===== src/rtl/sbox_sched.sv =====
// Shared AES S-box bank time-multiplexed between SubBytes (128-bit state) and
// SubWord (32-bit key word) jobs; NSBOX bytes are substituted per cycle.

module SBox (
  input  logic [7:0] x,
  output logic [7:0] y
);

  function automatic logic [7:0] xtime(input logic [7:0] a);
    return {a[6:0], 1'b0} ^ (a[7] ? 8'h1b : 8'h00);
  endfunction

  function automatic logic [7:0] gmul(input logic [7:0] a, input logic [7:0] b);
    logic [7:0] p;
    logic [7:0] t;
    p = '0;
    t = a;
    for (int i = 0; i < 8; i++) begin
      if (b[i]) p = p ^ t;
      t = xtime(t);
    end
    return p;
  endfunction

  logic [7:0] x2, x3, x6, x12, x15, x30, x60, x120, x240, x252, inv;

  // Multiplicative inverse as x^254 in GF(2^8); maps 0 to 0.
  always_comb begin
    x2   = gmul(x, x);
    x3   = gmul(x2, x);
    x6   = gmul(x3, x3);
    x12  = gmul(x6, x6);
    x15  = gmul(x12, x3);
    x30  = gmul(x15, x15);
    x60  = gmul(x30, x30);
    x120 = gmul(x60, x60);
    x240 = gmul(x120, x120);
    x252 = gmul(x240, x12);
    inv  = gmul(x252, x2);
    y    = inv ^ {inv[6:0], inv[7]} ^ {inv[5:0], inv[7:6]} ^ {inv[4:0], inv[7:5]}
         ^ {inv[3:0], inv[7:4]} ^ 8'h63;
  end

endmodule

module sbox_sched #(
  parameter int unsigned NSBOX = 4
) (
  input  logic         clk,
  input  logic         rst_n,
  input  logic         st_req,
  input  logic [127:0] st_in,
  output logic         st_gnt,
  output logic         st_done,
  output logic [127:0] st_out,
  input  logic         kw_req,
  input  logic [31:0]  kw_in,
  output logic         kw_gnt,
  output logic         kw_done,
  output logic [31:0]  kw_out,
  output logic         busy
);

  if (NSBOX != 1 && NSBOX != 2 && NSBOX != 4) begin : g_bad_nsbox
    $error("sbox_sched: NSBOX must be 1, 2 or 4");
  end

  localparam int unsigned KSt   = 16 / NSBOX;
  localparam int unsigned KKw   = 4 / NSBOX;
  localparam int unsigned Log2N = (NSBOX == 4) ? 2 : (NSBOX == 2) ? 1 : 0;
  localparam logic [3:0]  LastSt = 4'(KSt - 1);
  localparam logic [3:0]  LastKw = 4'(KKw - 1);

  typedef enum logic [1:0] {StIdle, StRunSt, StRunKw} state_e;

  state_e       state_q, state_d;
  logic [3:0]   idx_q, idx_d;
  logic         last_kw_q, last_kw_d;
  logic [127:0] work_q, work_d;
  logic [127:0] res_q, res_d, res_merge;
  logic [127:0] st_out_q, st_out_d;
  logic [31:0]  kw_out_q, kw_out_d;
  logic         st_gnt_q, st_gnt_d, kw_gnt_q, kw_gnt_d;
  logic         st_done_q, st_done_d, kw_done_q, kw_done_d;

  logic [3:0]   lane   [NSBOX];
  logic [7:0]   sb_in  [NSBOX];
  logic [7:0]   sb_out [NSBOX];

  assign busy = (state_q != StIdle);

  for (genvar g = 0; g < NSBOX; g++) begin : g_sbox
    assign lane[g]  = 4'(idx_q << Log2N) | 4'(g);
    // Bank inputs held at zero in IDLE so the lookups do not toggle.
    assign sb_in[g] = busy ? work_q[{lane[g], 3'b000} +: 8] : 8'h00;
    SBox u_sbox (
      .x (sb_in[g]),
      .y (sb_out[g])
    );
  end

  always_comb begin
    res_merge = res_q;
    for (int i = 0; i < NSBOX; i++) begin
      res_merge[{lane[i], 3'b000} +: 8] = sb_out[i];
    end
  end

  always_comb begin
    state_d   = state_q;
    idx_d     = idx_q;
    last_kw_d = last_kw_q;
    work_d    = work_q;
    res_d     = res_q;
    st_out_d  = st_out_q;
    kw_out_d  = kw_out_q;
    st_gnt_d  = 1'b0;
    kw_gnt_d  = 1'b0;
    st_done_d = 1'b0;
    kw_done_d = 1'b0;
    unique case (state_q)
      StIdle: begin
        // On a tie, the requester that did not win last time gets the bank.
        if (st_req && (!kw_req || last_kw_q)) begin
          state_d   = StRunSt;
          idx_d     = '0;
          work_d    = st_in;
          st_gnt_d  = 1'b1;
          last_kw_d = 1'b0;
        end else if (kw_req) begin
          state_d   = StRunKw;
          idx_d     = '0;
          work_d    = {96'h0, kw_in};
          kw_gnt_d  = 1'b1;
          last_kw_d = 1'b1;
        end
      end
      StRunSt: begin
        res_d = res_merge;
        idx_d = idx_q + 4'd1;
        if (idx_q == LastSt) begin
          st_out_d  = res_merge;
          st_done_d = 1'b1;
          state_d   = StIdle;
          idx_d     = '0;
        end
      end
      StRunKw: begin
        res_d = res_merge;
        idx_d = idx_q + 4'd1;
        if (idx_q == LastKw) begin
          kw_out_d  = res_merge[31:0];
          kw_done_d = 1'b1;
          state_d   = StIdle;
          idx_d     = '0;
        end
      end
      default: state_d = StIdle;
    endcase
  end

  always_ff @(posedge clk or negedge rst_n) begin
    if (!rst_n) begin
      state_q   <= StIdle;
      idx_q     <= '0;
      last_kw_q <= 1'b1;
      work_q    <= '0;
      res_q     <= '0;
      st_out_q  <= '0;
      kw_out_q  <= '0;
      st_gnt_q  <= 1'b0;
      kw_gnt_q  <= 1'b0;
      st_done_q <= 1'b0;
      kw_done_q <= 1'b0;
    end else begin
      state_q   <= state_d;
      idx_q     <= idx_d;
      last_kw_q <= last_kw_d;
      work_q    <= work_d;
      res_q     <= res_d;
      st_out_q  <= st_out_d;
      kw_out_q  <= kw_out_d;
      st_gnt_q  <= st_gnt_d;
      kw_gnt_q  <= kw_gnt_d;
      st_done_q <= st_done_d;
      kw_done_q <= kw_done_d;
    end
  end

  assign st_gnt  = st_gnt_q;
  assign kw_gnt  = kw_gnt_q;
  assign st_done = st_done_q;
  assign kw_done = kw_done_q;
  assign st_out  = st_out_q;
  assign kw_out  = kw_out_q;

endmodule


===== config.mk =====
export PLATFORM = sky130hd
export DESIGN_NAME = sbox_sched
export DESIGN_NICKNAME = d
export VERILOG_FILES = /design/src/rtl/sbox_sched.sv
export SDC_FILE = /design/constraint.sdc
export NUM_CORES = 2
export LEC_CHECK = 0
export BUFFER_PORTS_ARGS = -buffer_cell sky130_fd_sc_hd__buf_4
export CORE_MARGIN = 8
export CORE_UTILIZATION = 40
export CTS_BUF_LIST = sky130_fd_sc_hd__clkbuf_8
export CTS_CLUSTER_SIZE = 40
export DETAILED_ROUTE_END_ITERATION = 7
export GPL_TIMING_DRIVEN = 0
export PLACE_DENSITY = 0.59
export SETUP_SLACK_MARGIN = 0.02
export SLEW_MARGIN = 20
export SYNTH_ARGS = -nofsm -noshare
export SYNTH_HDL_FRONTEND = slang
export SYNTH_SLANG_ARGS = --single-unit

===== constraint.sdc =====
create_clock -name clk -period 37.8 [get_ports clk]
set_clock_uncertainty 0.05 [all_clocks]
set_input_delay 1.89 -clock clk [delete_from_list [all_inputs] [get_ports clk]]
set_output_delay 1.89 -clock clk [all_outputs]
set_load 0.1 [all_outputs]

=== Yosys cells after proc, flatten, opt, wreduce, memory -nomap -nowiden ===
Index checks and enable logic that the tools add are counted.

* $add $sub $neg: 5
* $mul: 0
* Div/mod/pow operators: 0
* Order comparisons: 0
* Equality and inequality tests: 6
* Shifts and indexed selects: 12
* Muxes and demuxes: 691
* Bitwise operators: 636
* Reduce and logical (&&, ||, !) cells: 14

{| class="wikitable"
|+ Operator list
! kind !! count
|-
| $xor A8 B8 Y8 || 632
|-
| $mux W8 || 356
|-
| $mux W5 || 308
|-
| $bwmux W128 || 4
|-
| $shift A8 B9 Y128 const A || 4
|-
| $shiftx A128 B8 Y8 || 4
|-
| $shiftx A8 B9 Y128 || 4
|-
| $mux W128 || 2
|-
| $neg A7 Y9 || 4
|-
| $mux W4 || 4
|-
| $not A4 Y4 || 4
|-
| $pmux W4 S3 || 1
|-
| $mux W1 || 11
|-
| $mux W2 || 4
|-
| $reduce_and A2 Y1 || 4
|-
| $pmux W2 S3 || 1
|-
| $add A4 B1 Y4 const B || 1
|-
| $eq A4 B2 Y1 const B || 1
|-
| $logic_not A4 Y1 || 1
|-
| $ne A2 B2 Y1 const B || 2
|-
| $reduce_bool A2 Y1 || 2
|-
| $ne A3 B3 Y1 const B || 1
|-
| $reduce_and A3 Y1 || 1
|-
| $reduce_bool A3 Y1 || 1
|-
| 7 further kinds || 7
|}

* Register bits: 427
* Bits in latches: 0
* RAM bits: 0
* Memory bits (read-only): 0
* Input bits: 164
* Output and inout bits: 165
* Logic and storage cells: 1,375
* Memories kept: 0

=== Logic depth before layout (Yosys ltp) ===
* Word-level depth: 188
* Gate-level depth with buffers: 91
* Depth with buffers taken out: 77

=== By module ===
A second synthesis with hierarchy kept.

* Cells, all modules: 6,907
* Area, all modules: 60,687.0 sq um

{| class="wikitable"
|+ Modules (own cells, without submodules)
! module !! instances !! cells each !! area each (sq um) !! seq. area each (sq um)
|-
| SBox || 4 || 1,346 || 10,839.1 || 0.0
|-
| sbox_sched || 1 || 1,523 || 17,330.4 || 10,085.9
|}

=== Worst setup path after synthesis ===
No wires, ideal clock.

* Kind: flip-flop to flip-flop
* Start: register state_q[0]
* End: register st_out_q[46] (netlist: st_out[46])
* Setup time: 0.126 ns
* Arrival: 20.184 ns
* Required time: 37.624 ns
* Setup slack: 17.440 ns
* Cell stages (with the launch flop): 83
* Path buffers: 12
* Clock period less this slack: 20.360 ns
* Cell sequence: dfrtp_1 > inv_1 > ha_1 > inv_1 > clkbuf_1 > clkbuf_1 > buf_2 > buf_2 > clkbuf_1 > nand2_1 > inv_1 > ha_1 > xor2_1 > and3_1 > a2111oi_1 > nor3_1 > nor3_2 > xnor3_1 > (+47 left out) > xor2_1 > xnor2_1 > xnor2_1 > nand2_1 > xnor2_1 > xnor2_1 > xnor3_1 > xnor2_2 > xnor2_1 > xnor2_2 > nor2_1 > xnor2_1 > xnor2_1 > xnor3_1 > xor2_1 > xor2_1 > xnor2_1 > a221o_1

* Cells in the longest elaborated chain, start to end: 181
* Elaborated cells on any way between the ends: 1,311
* Classes of those cells: eq/ne: 1; shift: 4; mux: 668; bitwise: 636; reduce/logical: 2

{| class="wikitable"
|+ Ends and longest elaborated chain
! what !! line !! source
|-
| from (decl) || 76 || <nowiki>state_e state_q, state_d;</nowiki>
|-
| from (signal assigned) || 164 || <nowiki>state_q <= StIdle;</nowiki>
|-
| from (signal assigned) || 176 || <nowiki>state_q <= state_d;</nowiki>
|-
| $reduce_bool A2 Y1 || 90 || <nowiki>assign busy = (state_q != StIdle);</nowiki>
|-
| $mux W8 || 95 || <nowiki>assign sb_in[g] = busy ? work_q[{lane[g], 3'b000} +: 8] : 8'h00;</nowiki>
|-
| $mux W5 (tied with other cells) || 10 || <nowiki>return {a[6:0], 1'b0} ^ (a[7] ? 8'h1b : 8'h00);</nowiki>
|-
| $xor A8 B8 Y8, on equally long branches || 10, 19 ||
|-
| $xor A8 B8 Y8 or $mux W8 (tied branches) || 19 || <nowiki>if (b[i]) p = p ^ t;</nowiki>
|-
| $mux W8 or $xor A8 B8 Y8 (tied branches) || 19 ||
|-
| $xor A8 B8 Y8 or $mux W8 (tied branches) || 19 ||
|-
| $mux W8 or $xor A8 B8 Y8 (tied branches) || 19 ||
|-
| (+160 left out) || -- ||
|-
| $mux W8 || 19 ||
|-
| $xor A8 B8 Y8 || 19 ||
|-
| $mux W8 || 19 ||
|-
| $xor A8 B8 Y8 (3 in series) || 40 || <nowiki>y = inv ^ {inv[6:0], inv[7]} ^ {inv[5:0], inv[7:6]} ^ {inv[4:0], inv[7:5]}</nowiki>
|-
| $xor A8 B8 Y8 || 41 || <nowiki>^ {inv[3:0], inv[7:4]} ^ 8'h63;</nowiki>
|-
| $not A4 Y4 (no source line) || -- ||
|-
| $shiftx A8 B9 Y128 || 105 || <nowiki>res_merge[{lane[i], 3'b000} +: 8] = sb_out[i];</nowiki>
|-
| $bwmux W128 (4 in series) || 105 ||
|-
| to (signal assigned) || 181 || <nowiki>st_out_q <= st_out_d;</nowiki>
|-
| to (decl) || 81 || <nowiki>logic [127:0] st_out_q, st_out_d;</nowiki>
|}

Several ways; a longest one is shown, not always the timed one.
A chain may end at the register's enable or synchronous reset.

=== Final worst setup path ===
* Start: register state_q[1]
* End: register res_q[42]

* Cells in the longest elaborated chain, start to end: 181
* Elaborated cells on any way between the ends: 1,312
* Classes of those cells: eq/ne: 2; shift: 4; mux: 668; bitwise: 636; reduce/logical: 2

{| class="wikitable"
|+ Ends and longest elaborated chain
! what !! line !! source
|-
| $reduce_bool A2 Y1 || 90 ||
|-
| $mux W8 || 95 ||
|-
| $mux W5 (tied with other cells) || 10 ||
|-
| $xor A8 B8 Y8, on equally long branches || 10, 19 ||
|-
| $xor A8 B8 Y8 or $mux W8 (tied branches) || 19 ||
|-
| $mux W8 or $xor A8 B8 Y8 (tied branches) || 19 ||
|-
| $xor A8 B8 Y8 or $mux W8 (tied branches) || 19 ||
|-
| $mux W8 or $xor A8 B8 Y8 (tied branches) || 19 ||
|-
| (+160 left out) || -- ||
|-
| $mux W8 || 19 ||
|-
| $xor A8 B8 Y8 || 19 ||
|-
| $mux W8 || 19 ||
|-
| $xor A8 B8 Y8 (3 in series) || 40 ||
|-
| $xor A8 B8 Y8 || 41 ||
|-
| $not A4 Y4 (no source line) || -- ||
|-
| $shiftx A8 B9 Y128 || 105 ||
|-
| $bwmux W128 (4 in series) || 105 ||
|-
| to (signal assigned) || 180 || <nowiki>res_q <= res_d;</nowiki>
|-
| to (decl) || 80 || <nowiki>logic [127:0] res_q, res_d, res_merge;</nowiki>
|}

Several ways; a longest one is shown, not always the timed one.

==> results.txt <==
- Outcome: completed
* Clock-pin slew reported for the worst setup and hold paths after clock tree synthesis: around 0.07 ns
* Site row count: around 150
* Path class of the lowest-slack min-delay path: reg2reg
- Largest buffer count on any clock path: 3
- CP delay by family, top: XOR/XNOR gates
- Dividing the synthesized area by the synthesized cell count gives approximately 8.7 um^2.
- Number of instances in the synthesized netlist: around 7.3k
- Ranked by total cell area, the synthesized netlist is headed by sky130_fd_sc_hd__xnor2_1 (16%), sky130_fd_sc_hd__dfrtp_1 (16%), sky130_fd_sc_hd__xnor3_1 (9.6%), sky130_fd_sc_hd__xor2_1 (5.6%), sky130_fd_sc_hd__nor2_1 (5.2%).
* Total of buffers placed on input and output ports: 328
- The share of synthesized area in the top cell type comes to 0.1631.
* Async S/R FF share, synth: 1.000
- Worst Tran Pin Value: 1.174 ns
* Drt via density: roughly 5.6
- For this configuration, the core starts out at a cell density of 0.4010.
- The detailed router finished its first iteration with around 4.9k violations.
- The first global-routing pass estimated 312900 um of wire.
* # resized after CTS: 0
* Remaining global-route overflow: 0
- The number of buffers and inverters on the critical path is 19.
* Net count, final: roughly 7.9k
* Finished Core Util: 0.4434
- Setup repair after global routing left no endpoint under its margin.
- When the netlist entered floorplanning its net count stood at between 7k and 8k.
- The worst setup path is launched from a flip-flop.
* Vertical die dimension: 413.5 um
* Final hold violation count: 0
- The HPWL after detailed placement is about 150000 um.
- The region available for standard cell placement spans 157600 um^2.
- Counting I/O delays and the setup requirement, the final critical path takes approximately 27 ns.
- For this run, the register share of the synthesized area comes to 0.1596.
- Relative slew margins: 0.2115
* Post-route standard cell area excluding fillers: approximately 70000 um^2
* Final max-slew violation count: 0
- CTS Buf Count: between 60 and 70
- The initial antenna violation count was 9.
- Entering global routing, the biggest net connects 94 pins.
* Yosys synthesis warning count: 0
- At the later pin of the worst-skew pair, clock insertion delay measures approximately 0.66 ns.
* Top cell type by total area after synthesis: sky130_fd_sc_hd__xnor2_1
* Number of cells in the design after placement: just under 10k
* Critical-path top delay cell: sky130_fd_sc_hd__xnor2_1
- The via count of the first global-routing pass came to ~53k.
- Setup violations remaining at the end of the flow were counted as 0.
- GRT Overall Usage: 0.2237
- Counting distinct cell types in the post-synthesis netlist gives 150.
- Top_reg_cell synth: sky130_fd_sc_hd__dfrtp_1
* Number of violations of the max-capacitance limit: 0
- The detailed router placed ~55k vias in this run.
* Clock sink count: just over 400
- The count of nets left with antenna violations once routing finished came out at 0.
* Footprint of the flip-flops and latches: 10090 um^2
- At the worst endpoint, the required time is 38.22 ns.
- After synthesis the netlist holds a flip-flop and latch count of 403.
* Max H-tree Level: 3
- Number of enable flip-flop cells after synthesis: 0
* Worst setup path category: reg2reg
* Hold-fix buffers, CTS: 0
* Post-detailed-routing wire length: 199400 um
- Tcrit/Tclk final: 0.7192
- Final Non-Filler Cells: between 9k and 10k
* Fill cell total of the finished layout: approximately 16k
- WL per Instance: 20.35 um
- Peak clock frequency supported by timing: about 0.037 GHz
- CTS placed an instance of sky130_fd_sc_hd__clkbuf_8 at the clock tree root.
* Die width: slightly above 400 um
* Most numerous cell on the critical path: sky130_fd_sc_hd__xnor2_1
- The pre-antenna-repair detailed-routing pass consisted of 7 iterations.
- In this design, the stage delay of the slowest critical-path cell is 0.82 ns.
* Global placement routability congestion: approximately 0.90
- The floorplan step defined a die boundary enclosing 171000 um^2.
- Total standard cell area after synthesis: between 60000 and 70000 um^2
- During I/O placement, the number of pins put on the boundary was 329.
* Ratio of cells with drive above 1 in the final layout: 0.1410
- Along the worst path, the maximum fanout reaches 10.
* Post-route DRC: 0
* Layout-stage area growth over the synthesis result: 10.58%
* Post-detailed-placement cell area: 68470 um^2
- Adding up every negative setup slack in the final design gives 0 ns.
- Data arrival time of the critical path: about 28 ns
- Crit. End Element: flip-flop
- Post CTS Setup Buffer Count: 0
- Clock tree from TritonCTS: done
- Multi-input logic area: 49890 um^2
[through the flow]
step	hold WS [ns]	worst slack [ns]
global placement	0.3980	11.09
floorplan	0.3867	17.44
CTS	0.4106	10.71
finish	0.4102	10.61
detailed placement	0.3994	10.79
global route	0.4384	8.933
[layout by cell type, fill, tap and decap left out, types with 54 or more instances in the layout]
master	netlist	layout
sky130_fd_sc_hd__xnor2_1	1177	1167
sky130_fd_sc_hd__nor2_1	876	876
sky130_fd_sc_hd__nand2_1	712	712
sky130_fd_sc_hd__dfrtp_1	402	402
sky130_fd_sc_hd__xor2_1	402	399
sky130_fd_sc_hd__buf_4	22	349
sky130_fd_sc_hd__a21oi_1	291	291
sky130_fd_sc_hd__xnor3_1	270	270
sky130_fd_sc_hd__o21ai_0	245	245
sky130_fd_sc_hd__clkbuf_1	230	229
sky130_fd_sc_hd__mux2i_1	224	224
sky130_fd_sc_hd__a22o_1	165	165
sky130_fd_sc_hd__clkbuf_8	68	150
sky130_fd_sc_hd__nor3_1	143	143
sky130_fd_sc_hd__nand3_1	134	134
sky130_fd_sc_hd__inv_1	105	127
sky130_fd_sc_hd__o21ai_1	123	123
sky130_fd_sc_hd__xnor2_2	96	106
sky130_fd_sc_hd__buf_2	96	96
sky130_fd_sc_hd__o22ai_1	81	81
sky130_fd_sc_hd__nand2b_1	80	80
sky130_fd_sc_hd__nor3b_1	79	79
sky130_fd_sc_hd__a221o_1	57	57
sky130_fd_sc_hd__and3_1	54	54
[cells in the mapped netlist, types with 96 or more instances]
master                     count
sky130_fd_sc_hd__xnor2_1    1177
sky130_fd_sc_hd__nor2_1      876
sky130_fd_sc_hd__nand2_1     712
sky130_fd_sc_hd__dfrtp_1     402
sky130_fd_sc_hd__xor2_1      402
sky130_fd_sc_hd__a21oi_1     291
sky130_fd_sc_hd__xnor3_1     270
sky130_fd_sc_hd__o21ai_0     245
sky130_fd_sc_hd__clkbuf_1    230
sky130_fd_sc_hd__mux2i_1     224
sky130_fd_sc_hd__a22o_1      165
sky130_fd_sc_hd__nor3_1      143
sky130_fd_sc_hd__nand3_1     134
sky130_fd_sc_hd__o21ai_1     123
sky130_fd_sc_hd__inv_1       105
sky130_fd_sc_hd__buf_2        96
sky130_fd_sc_hd__xnor2_2      96
[final timing paths]
path	startpoint	endpoint	slack, ns	depth (start not counted)
worst min register to register	last_kw_q	last_kw_q	0.41	2
worst max register to register	state_q[1]	res_q[42]	10.61	81
worst min-delay path	last_kw_q	last_kw_q	0.41	2
min in group asynchronous	rst_n	st_out[100]	1.13	1
worst max-delay path	state_q[1]	res_q[42]	10.61	81
max in group asynchronous	rst_n	work_q[97]	35.20	3
[kinds of logic (layout without fill, tap and decap cells)]
group | count (synthesis) | after routing | share of synthesized area
adders and majority gates | 40 | 40 | 0.007839
muxes | 289 | 289 | 0.05283
AOI/OAI and AO/OA | 1445 | 1445 | 0.1586
and+or+nand+nor | 2397 | 2397 | 0.1748
DFF | 403 | 403 | 0.1596
other | 0 | 8 | 0
buffers and inverters | 592 | 1047 | 0.05285
xor gates and xnor gates | 2095 | 2095 | 0.3935
[flip-flops by register name, indices dropped and copies added (netlist names)]
name,cells
kw_done,1
st_done,1
st_gnt,1
last_kw_q,1
res_q,104
work_q,128
kw_gnt,1
st_out,128
kw_out,32
state_q,2
idx_q,4
[final cells by class]
class                      instances  share of cell area
inverter                         125            0.006713
clock buffer                      82             0.01615
clock inverter                    40            0.003544
multi-input combinational       6266              0.7137
antenna                            8           0.0002864
sequential                       403              0.1443
tap                             2072             0.03709
buffer                           467             0.04110
timing repair buffer             333             0.03707
[worst register-to-register path: cells and delay by family (launching register included)]
family	cells	cell delay (ns)
flip-flops	1	0.37
buffers and inverters	19	6.12
XOR/XNOR	33	12.51
AND/OR/NAND/NOR	10	2.43
AO/OA/AOI/OAI	9	2.15
adder cells (fa/ha/maj)	7	2.59
multiplexers	3	0.76
[metal layers]
layer | up-vias | wire [um] | global-route usage | share of wire
li1 | 26030 | - | - | -
met1 | 27020 | 90740 | 0.3126 | 0.46
met2 | 1734 | 93780 | 0.3731 | 0.47
met3 | 251 | 10380 | 0.02033 | 0.052
met4 | 2 | 4484 | 0.05446 | 0.022
met5 | - | 11 | 0 | 0.000055
Power is not shown: default switching activity piles up to over one toggle a cycle in this logic, so the estimate is an artifact.
